===== src/rtl/nand_phy_pkg.sv =====
// Types and constants shared by the NV-DDR write sequencer and the read-side capture logic.
package nand_phy_pkg;

    typedef enum logic [1:0] {
        ST_IDLE = 2'd0,
        ST_PRE  = 2'd1,
        ST_DATA = 2'd2,
        ST_PST  = 2'd3
    } wr_state_e;

    localparam int DQ_WIDTH_DEF = 8;
    localparam int PRE_CYC_DEF  = 2;
    localparam int PST_CYC_DEF  = 2;

    function automatic int max_int(input int a, input int b);
        return (a > b) ? a : b;
    endfunction

endpackage


===== src/rtl/nand_phy_dq_wr_seq.sv =====
// NV-DDR write-burst sequencer: frames byte-pair bursts with DQS preamble/postamble for the DQ/DQS IOBs.
// Optional running XOR of sent bytes on wr_checksum when NAND_WR_CHECKSUM_EN is defined.
module nand_phy_dq_wr_seq
    import nand_phy_pkg::*;
#(
    parameter int DQ_WIDTH = DQ_WIDTH_DEF,
    parameter int LEN_W    = 16,
    parameter int PRE_CYC  = PRE_CYC_DEF,
    parameter int PST_CYC  = PST_CYC_DEF
) (
    input  logic                  clk0,
    input  logic                  rst0,
    input  logic                  start,
    input  logic [LEN_W-1:0]      burst_len,
    output logic                  busy,
    output logic                  done,
    input  logic [2*DQ_WIDTH-1:0] in_data,
    input  logic                  in_valid,
    output logic                  in_ready,
    output logic [DQ_WIDTH-1:0]   wr_data_rise,
    output logic [DQ_WIDTH-1:0]   wr_data_fall,
    output logic                  dq_oe_n,
    output logic                  dqs_oe_n,
    output logic                  dqs_en,
    output logic [DQ_WIDTH-1:0]   wr_checksum
);

    localparam int PH_W = $clog2(max_int(PRE_CYC, PST_CYC) + 1);
    localparam logic [PH_W-1:0] PRE_LOAD = PH_W'(PRE_CYC - 1);
    // PST is entered on the last accept, so one extra phase covers the cycle showing the last word.
    localparam logic [PH_W-1:0] PST_LOAD = PH_W'(PST_CYC);

    wr_state_e            state_q, state_d;
    logic [PH_W-1:0]      phase_q, phase_d;
    logic [LEN_W-1:0]     cnt_q, cnt_d;
    logic                 busy_q, busy_d;
    logic                 done_q, done_d;
    logic                 in_ready_q, in_ready_d;
    logic                 dq_oe_n_q, dq_oe_n_d;
    logic                 dqs_oe_n_q, dqs_oe_n_d;
    logic                 dqs_en_q, dqs_en_d;
    logic [DQ_WIDTH-1:0]  rise_q, rise_d;
    logic [DQ_WIDTH-1:0]  fall_q, fall_d;
    logic                 accept;
    logic                 start_ok;

    assign accept   = in_valid & in_ready_q;
    assign start_ok = start & (state_q == ST_IDLE);

    always_ff @(posedge clk0 or posedge rst0) begin
        if (rst0) begin
            state_q    <= ST_IDLE;
            phase_q    <= '0;
            cnt_q      <= '0;
            busy_q     <= 1'b0;
            done_q     <= 1'b0;
            in_ready_q <= 1'b0;
            dq_oe_n_q  <= 1'b1;
            dqs_oe_n_q <= 1'b1;
            dqs_en_q   <= 1'b0;
            rise_q     <= '0;
            fall_q     <= '0;
        end else begin
            state_q    <= state_d;
            phase_q    <= phase_d;
            cnt_q      <= cnt_d;
            busy_q     <= busy_d;
            done_q     <= done_d;
            in_ready_q <= in_ready_d;
            dq_oe_n_q  <= dq_oe_n_d;
            dqs_oe_n_q <= dqs_oe_n_d;
            dqs_en_q   <= dqs_en_d;
            rise_q     <= rise_d;
            fall_q     <= fall_d;
        end
    end

    always_comb begin
        state_d = state_q;
        phase_d = phase_q;
        cnt_d   = cnt_q;
        if (accept) begin
            cnt_d = cnt_q - LEN_W'(1);
        end
        case (state_q)
            ST_IDLE: begin
                if (start_ok && burst_len != '0) begin
                    state_d = ST_PRE;
                    phase_d = PRE_LOAD;
                    cnt_d   = burst_len;
                end
            end
            ST_PRE: begin
                // in_ready is already up in the final preamble cycle, so a word may land here
                if (phase_q == '0) begin
                    if (accept && cnt_q == LEN_W'(1)) begin
                        state_d = ST_PST;
                        phase_d = PST_LOAD;
                    end else begin
                        state_d = ST_DATA;
                    end
                end else begin
                    phase_d = phase_q - PH_W'(1);
                end
            end
            ST_DATA: begin
                if (accept && cnt_q == LEN_W'(1)) begin
                    state_d = ST_PST;
                    phase_d = PST_LOAD;
                end
            end
            ST_PST: begin
                if (phase_q == '0) begin
                    state_d = ST_IDLE;
                end else begin
                    phase_d = phase_q - PH_W'(1);
                end
            end
            default: begin
                state_d = ST_IDLE;
            end
        endcase
    end

    always_comb begin
        busy_d     = (state_d != ST_IDLE);
        done_d     = ((state_q == ST_PST) && (phase_q == '0)) ||
                     (start_ok && (burst_len == '0));
        dq_oe_n_d  = (state_d == ST_IDLE);
        dqs_oe_n_d = (state_d == ST_IDLE);
        dqs_en_d   = accept;
        rise_d     = rise_q;
        fall_d     = fall_q;
        if (accept) begin
            rise_d = in_data[DQ_WIDTH-1:0];
            fall_d = in_data[2*DQ_WIDTH-1:DQ_WIDTH];
        end
        in_ready_d = (cnt_d != '0) &&
                     (((state_d == ST_PRE) && (phase_d == '0)) || (state_d == ST_DATA));
    end

`ifdef NAND_WR_CHECKSUM_EN
    logic [DQ_WIDTH-1:0] chk_q, chk_d;

    always_comb begin
        chk_d = chk_q;
        if (start_ok) begin
            chk_d = '0;
        end else if (accept) begin
            chk_d = chk_q ^ in_data[DQ_WIDTH-1:0] ^ in_data[2*DQ_WIDTH-1:DQ_WIDTH];
        end
    end

    always_ff @(posedge clk0 or posedge rst0) begin
        if (rst0) begin
            chk_q <= '0;
        end else begin
            chk_q <= chk_d;
        end
    end

    assign wr_checksum = chk_q;
`else
    assign wr_checksum = '0;
`endif

    assign busy         = busy_q;
    assign done         = done_q;
    assign in_ready     = in_ready_q;
    assign wr_data_rise = rise_q;
    assign wr_data_fall = fall_q;
    assign dq_oe_n      = dq_oe_n_q;
    assign dqs_oe_n     = dqs_oe_n_q;
    assign dqs_en       = dqs_en_q;

endmodule


===== config.mk =====
export PLATFORM = sky130hd
export DESIGN_NAME = nand_phy_dq_wr_seq
export DESIGN_NICKNAME = d
export VERILOG_FILES = /design/src/rtl/nand_phy_pkg.sv /design/src/rtl/nand_phy_dq_wr_seq.sv
export SDC_FILE = /design/constraint.sdc
export NUM_CORES = 1
export LEC_CHECK = 0
export ABC_AREA = 1
export BUFFER_PORTS_ARGS = -buffer_cell sky130_fd_sc_hd__buf_2
export CAP_MARGIN = 15
export CELL_PAD_IN_SITES_DETAIL_PLACEMENT = 1
export CELL_PAD_IN_SITES_GLOBAL_PLACEMENT = 1
export CORE_UTILIZATION = 33
export DETAILED_ROUTE_END_ITERATION = 6
export HOLD_SLACK_MARGIN = 0.08
export PLACE_DENSITY_LB_ADDON = 0.25
export SLEW_MARGIN = 30
export SYNTH_ARGS = -nofsm -noshare
export SYNTH_HDL_FRONTEND = slang
export SYNTH_SLANG_ARGS = --single-unit

===== constraint.sdc =====
create_clock -name clk0 -period 1.9 [get_ports clk0]
set_clock_uncertainty 0.1 [all_clocks]
set_input_delay 0.475 -clock clk0 [delete_from_list [all_inputs] [get_ports clk0]]
set_output_delay 0.475 -clock clk0 [all_outputs]
set_load 0.005 [all_outputs]

## Word level (Yosys, flattened, before mapping)

Index checks and enable logic that the tools add are counted.

- Flip-flop bits (word level): 41
- Word-level logic and storage cells: 50

- Multiplexer cells: 14
- Equality and inequality tests: 6
- Add/sub/neg operators: 2
- Bitwise logic cells: 2
- Reductions and logical operators: 16

Operators with widths:

| cell | count |
|---|---|
| 16-bit 2-to-1 mux | 3 |
| 16-bit nonzero test | 2 |
| 16-bit by 1-bit equality test with 1-bit output (second input constant) | 1 |
| 16-bit logical NOT | 1 |
| 2-bit 2-to-1 mux | 8 |
| 2-bit one-hot mux with 4 select lines | 2 |
| 16-bit by 1-bit subtractor with 16-bit output (second input constant) | 1 |
| 2-bit logical NOT | 4 |
| 2-bit equality test (second input constant) | 3 |
| 1-bit logical AND | 6 |
| 2-bit by 1-bit equality test with 1-bit output (second input constant) | 2 |
| 1-bit bitwise AND | 2 |
| 1-bit logical OR | 2 |
| 2-bit nonzero test | 1 |
| 2-bit by 1-bit subtractor with 2-bit output (second input constant) | 1 |
| 1-bit 2-to-1 mux | 1 |

## Logic depth before layout (Yosys ltp)

- Depth after elaboration: 9
- Depth in mapped cells: 14
- Depth with buffers taken out: 14

## Least setup slack after synthesis

No wires, ideal clock.

- Path type: reg-to-reg
- Start: register cnt_q[0]
- End: register in_ready_q (netlist: in_ready)
- Data arrival time: 1.558 ns
- Cell stages (with the launch flop): 14
- Buffers on the path: 0
- Clock period less this slack: 1.773 ns
- Path slack: 0.127 ns
- Required time: 1.685 ns
- Path through: dfrtp_1 inv_1 ha_1 nand3_1 nor2_1 nand2_1 xor2_1 nand2_1 nand2_1 nand2_1 nor2_1 nand2_1 nor2_1 nor2_1

- Word-level cells in the longest chain between the ends: 9
- Elaborated cells between the ends (all ways): 20
- Those cells by class: add/sub: 1; eq/ne: 3; mux: 10; reduce/logical: 6

RTL lines:

| element | RTL line | text |
|---|---|---|
| from (decl) | nand_phy_dq_wr_seq.sv:35 | `logic [LEN_W-1:0] cnt_q, cnt_d;` |
| from (signal assigned) | nand_phy_dq_wr_seq.sv:66 | `cnt_q <= cnt_d;` |
| branches (longest 8 deep; another with 16-bit by 1-bit subtractor with 16-bit output) | n/a |  |
| 1-bit logical AND * | nand_phy_dq_wr_seq.sv:138 | `in_ready_d = (cnt_d != '0) &&` |
| named net in_ready_d | nand_phy_dq_wr_seq.sv:38 | `logic in_ready_q, in_ready_d;` |
| to (signal assigned) | nand_phy_dq_wr_seq.sv:69 | `in_ready_q <= in_ready_d;` |
| to (decl) | nand_phy_dq_wr_seq.sv:38 |  |

Mark *: on every way through the listed nets, which the timed path passes.
A chain may end at the register's enable or synchronous reset.

## Final worst setup path

Ends and elaborated chain as after synthesis.

==> metrics.txt <==
Worst setup SP type flop; TritonCTS buffer count 5; core area roughly 0.0069 mm^2; met1 GRT Util about 25%; Mapped Cells between 300 and 400; Post-Syn Area roughly 0.0024 mm^2; initial detailed-routing violation count 57; Final setup viols 1; IO Pins 66; Setup CP Type reg2reg; DR WL/cell around 13 um; gr busiest metal met2; sequential element share of the synthesized area a little over two fifths; commonest cells in the netlist nand2_1, inv_1, dfrtp_1, nor2_1, nand3_1; Initial Util approximately a third; worst reg-to-reg setup slack -0.05 ns; Clock transition at path regs ~0.08 ns; unrepaired setup endpoints after global routing yes; die width about 90 um; total vias in the final route around 2500; first-pass GRT wire length between 10000 and 15000 um; clock latency on the worst-skew pair around 0.28 ns; Total Power 0.00503 W; clk sink count between 40 and 50; fmax 0.513 GHz; largest net degree at the start of global routing 24; final setup margin -0.0497 ns; share of the clock period used by the worst path 103%; #FFs+latches synth 41; HPWL Detailed around 5800 um; CTS tree done; critical path capture point type flop; Avg Inst Size Synth 6.95 um^2; Static Leak 1.90 nW; initial antenna violation count 0; remaining global-route overflow 0; Syn-to-layout area delta 40.5%; first drt pass iteration count 4; violated checks negative setup slack; GR Util met2 about a third; Die ar. roughly 0.0077 mm^2; Reg2Reg Depth 14; worst-path maximum fanout 4; pre-CTS setup slack -0.164 ns; Layout Nets 493; input/output buffers 57; worst reg2reg endpoint in_ready$_DFF_PP0_; Peak VDD IR 0.726 mV; Unique masters post-synth 35; EDFF count, synth 0; Rows 30; Cell Pwr Density between 1000 and 1500 mW/mm^2; Final Hold Fails 0; Critical Path RT about 2 ns; max-cap violations 0; Worst Setup SP cnt_q[0]$_DFF_PP0_; Pins Over Slew Limit 0; Synth area leaders dfrtp_1, nand2_1, inv_1; H-tree depth 2; data arrival time of the critical path around 2.0 ns; CTS Hold Buffers Added 0; Antenna Cells 0; top_reg_cell synth dfrtp_1; DRC errors left 0; hold crit path type in2async; post-synth top area cell dfrtp_1; count leader, synth nand2_1; RePlAce Congestion between 0.8 and 0.9; total of warnings raised by yosys 0; Routed Antenna Nets 0; Final min period 1.95 ns; outcome finished with violations; root buffer cell clkbuf_8; vias per cell ~4.6; top-area cell type share of the netlist area between 40% and 50%; CTS Buffer Depth 2; design area about 0.0034 mm^2; die height 87.6 um; RR Startpoint cnt_q[0]$_DFF_PP0_; total track usage about 19%; total routed wirelength slightly above 7000 um; vias in the first global route 2479; asr flop ratio synth 100%; grt met3 use 3.11%; placed cell areas 0.00311 mm^2; fraction of layout cells with a size suffix above 1 roughly 36%; FILL cells just over 900; Setup TNS -0.0497 ns
[power breakdown]
part,total [W],leakage (nW),internal [W],switching [W]
registers,0.00162,0.494,0.00130,0.000315
logic,0.00269,1.35,0.00117,0.00152
clock network,0.000722,0.0585,0.000429,0.000294
[critical path: stages (launching register included)]
cell	delay, ns
dfrtp_1	0.40
inv_2	0.09
ha_4	0.14
nand3_4	0.09
nor2_1	0.10
buf_4	0.15
nand3_2	0.08
nand2_2	0.08
nand2_2	0.05
nand2_2	0.08
nand2_2	0.06
nor2_2	0.12
nand2_1	0.10
nor2_2	0.14
nor2_1	0.05
[per-stage QoR]
| step | utilization (%) | std cells | hold WS [ns] |
|---|---|---|---|
| 2_1_floorplan | - | 355 | 0.372 |
| 3_3_place_gp | 44.7 | 541 | 0.358 |
| 3_5_place_dp | 44.7 | 541 | 0.364 |
| 4_1_cts | 46.9 | 551 | 0.116 |
| 5_1_grt | 49.0 | 552 | 0.136 |
| 6_report | 49.0 | 552 | 0.111 |
[how the worst max path moves through the flow]
stage	endpoint	slack (ns)	cells after the start
after floorplan	in_ready$_DFF_PP0_	0.13	13
after global routing	in_ready$_DFF_PP0_	-0.20	13
after global placement	in_ready$_DFF_PP0_	-0.09	12
after detailed placement	in_ready$_DFF_PP0_	-0.16	12
final	in_ready$_DFF_PP0_	-0.05	14
after CTS	in_ready$_DFF_PP0_	-0.11	14
[cells by family (layout without fill, tap and decap cells)]
group / after synthesis / count (layout) / synth area share (%)
xor gates and xnor gates: 3 / 3 / 1.09
DFF: 41 / 41 / 42.5
AOI/OAI and AO/OA: 10 / 10 / 2.38
other: 1 / 8 / 0.155
buffers and inverters: 63 / 164 / 11.8
adders and majority gates: 2 / 2 / 1.03
and+or+nand+nor: 228 / 228 / 41.1
[sequential cells by signal, indices dropped and copies added, names as in the netlist]
signal	cells
cnt_q	16
wr_data_fall	8
wr_data_rise	8
phase_q	2
state_q	2
busy	1
done	1
dqs_en	1
dqs_oe_n	1
in_ready	1
[final cells by class]
type,count,area (um^2),area share (%)
Sequential cell,41,1030,30.3
Clock buffer,7,86.3,2.54
Multi-Input combinational cell,251,1280,37.7
Inverter,49,188,5.52
Clock inverter,1,30.0,0.883
Timing Repair Buffer,107,664,19.5
Tap cell,96,120,3.53
[what timing repair did]
action / 4_1_cts / 5_1_grt
setup buffers: 2 / 2
pin swaps: 7 / 17
endpoints found under the setup margin: 1 / 2
cloned: 0 / 0
resized for setup: 7 / 36
[metal layers]
metal  up-vias  part of all wire (%)
met3         6                   3.9
met5         -                     0
met2        44                    52
li1       1246                     -
met1      1217                    43
met4         0                   1.0
[placed cells by master, fill, tap and decap left out, types with 2 or more instances in the layout]
cell / count
a21oi_1: 2
buf_2: 57
buf_4: 49
clkbuf_8: 6
conb_1: 8
dfrtp_1: 39
ha_4: 2
inv_1: 43
inv_2: 4
nand2_1: 131
nand2_2: 14
nand2_4: 2
nand3_1: 19
nand3_2: 3
nand3_4: 2
nand3b_1: 2
nand4_1: 2
nor2_1: 30
nor2_2: 7
nor2_4: 6
nor3_1: 5
o21ai_0: 3
o21ai_2: 2
xor2_1: 2
No activity file was read; power rests on OpenSTA's default activity.
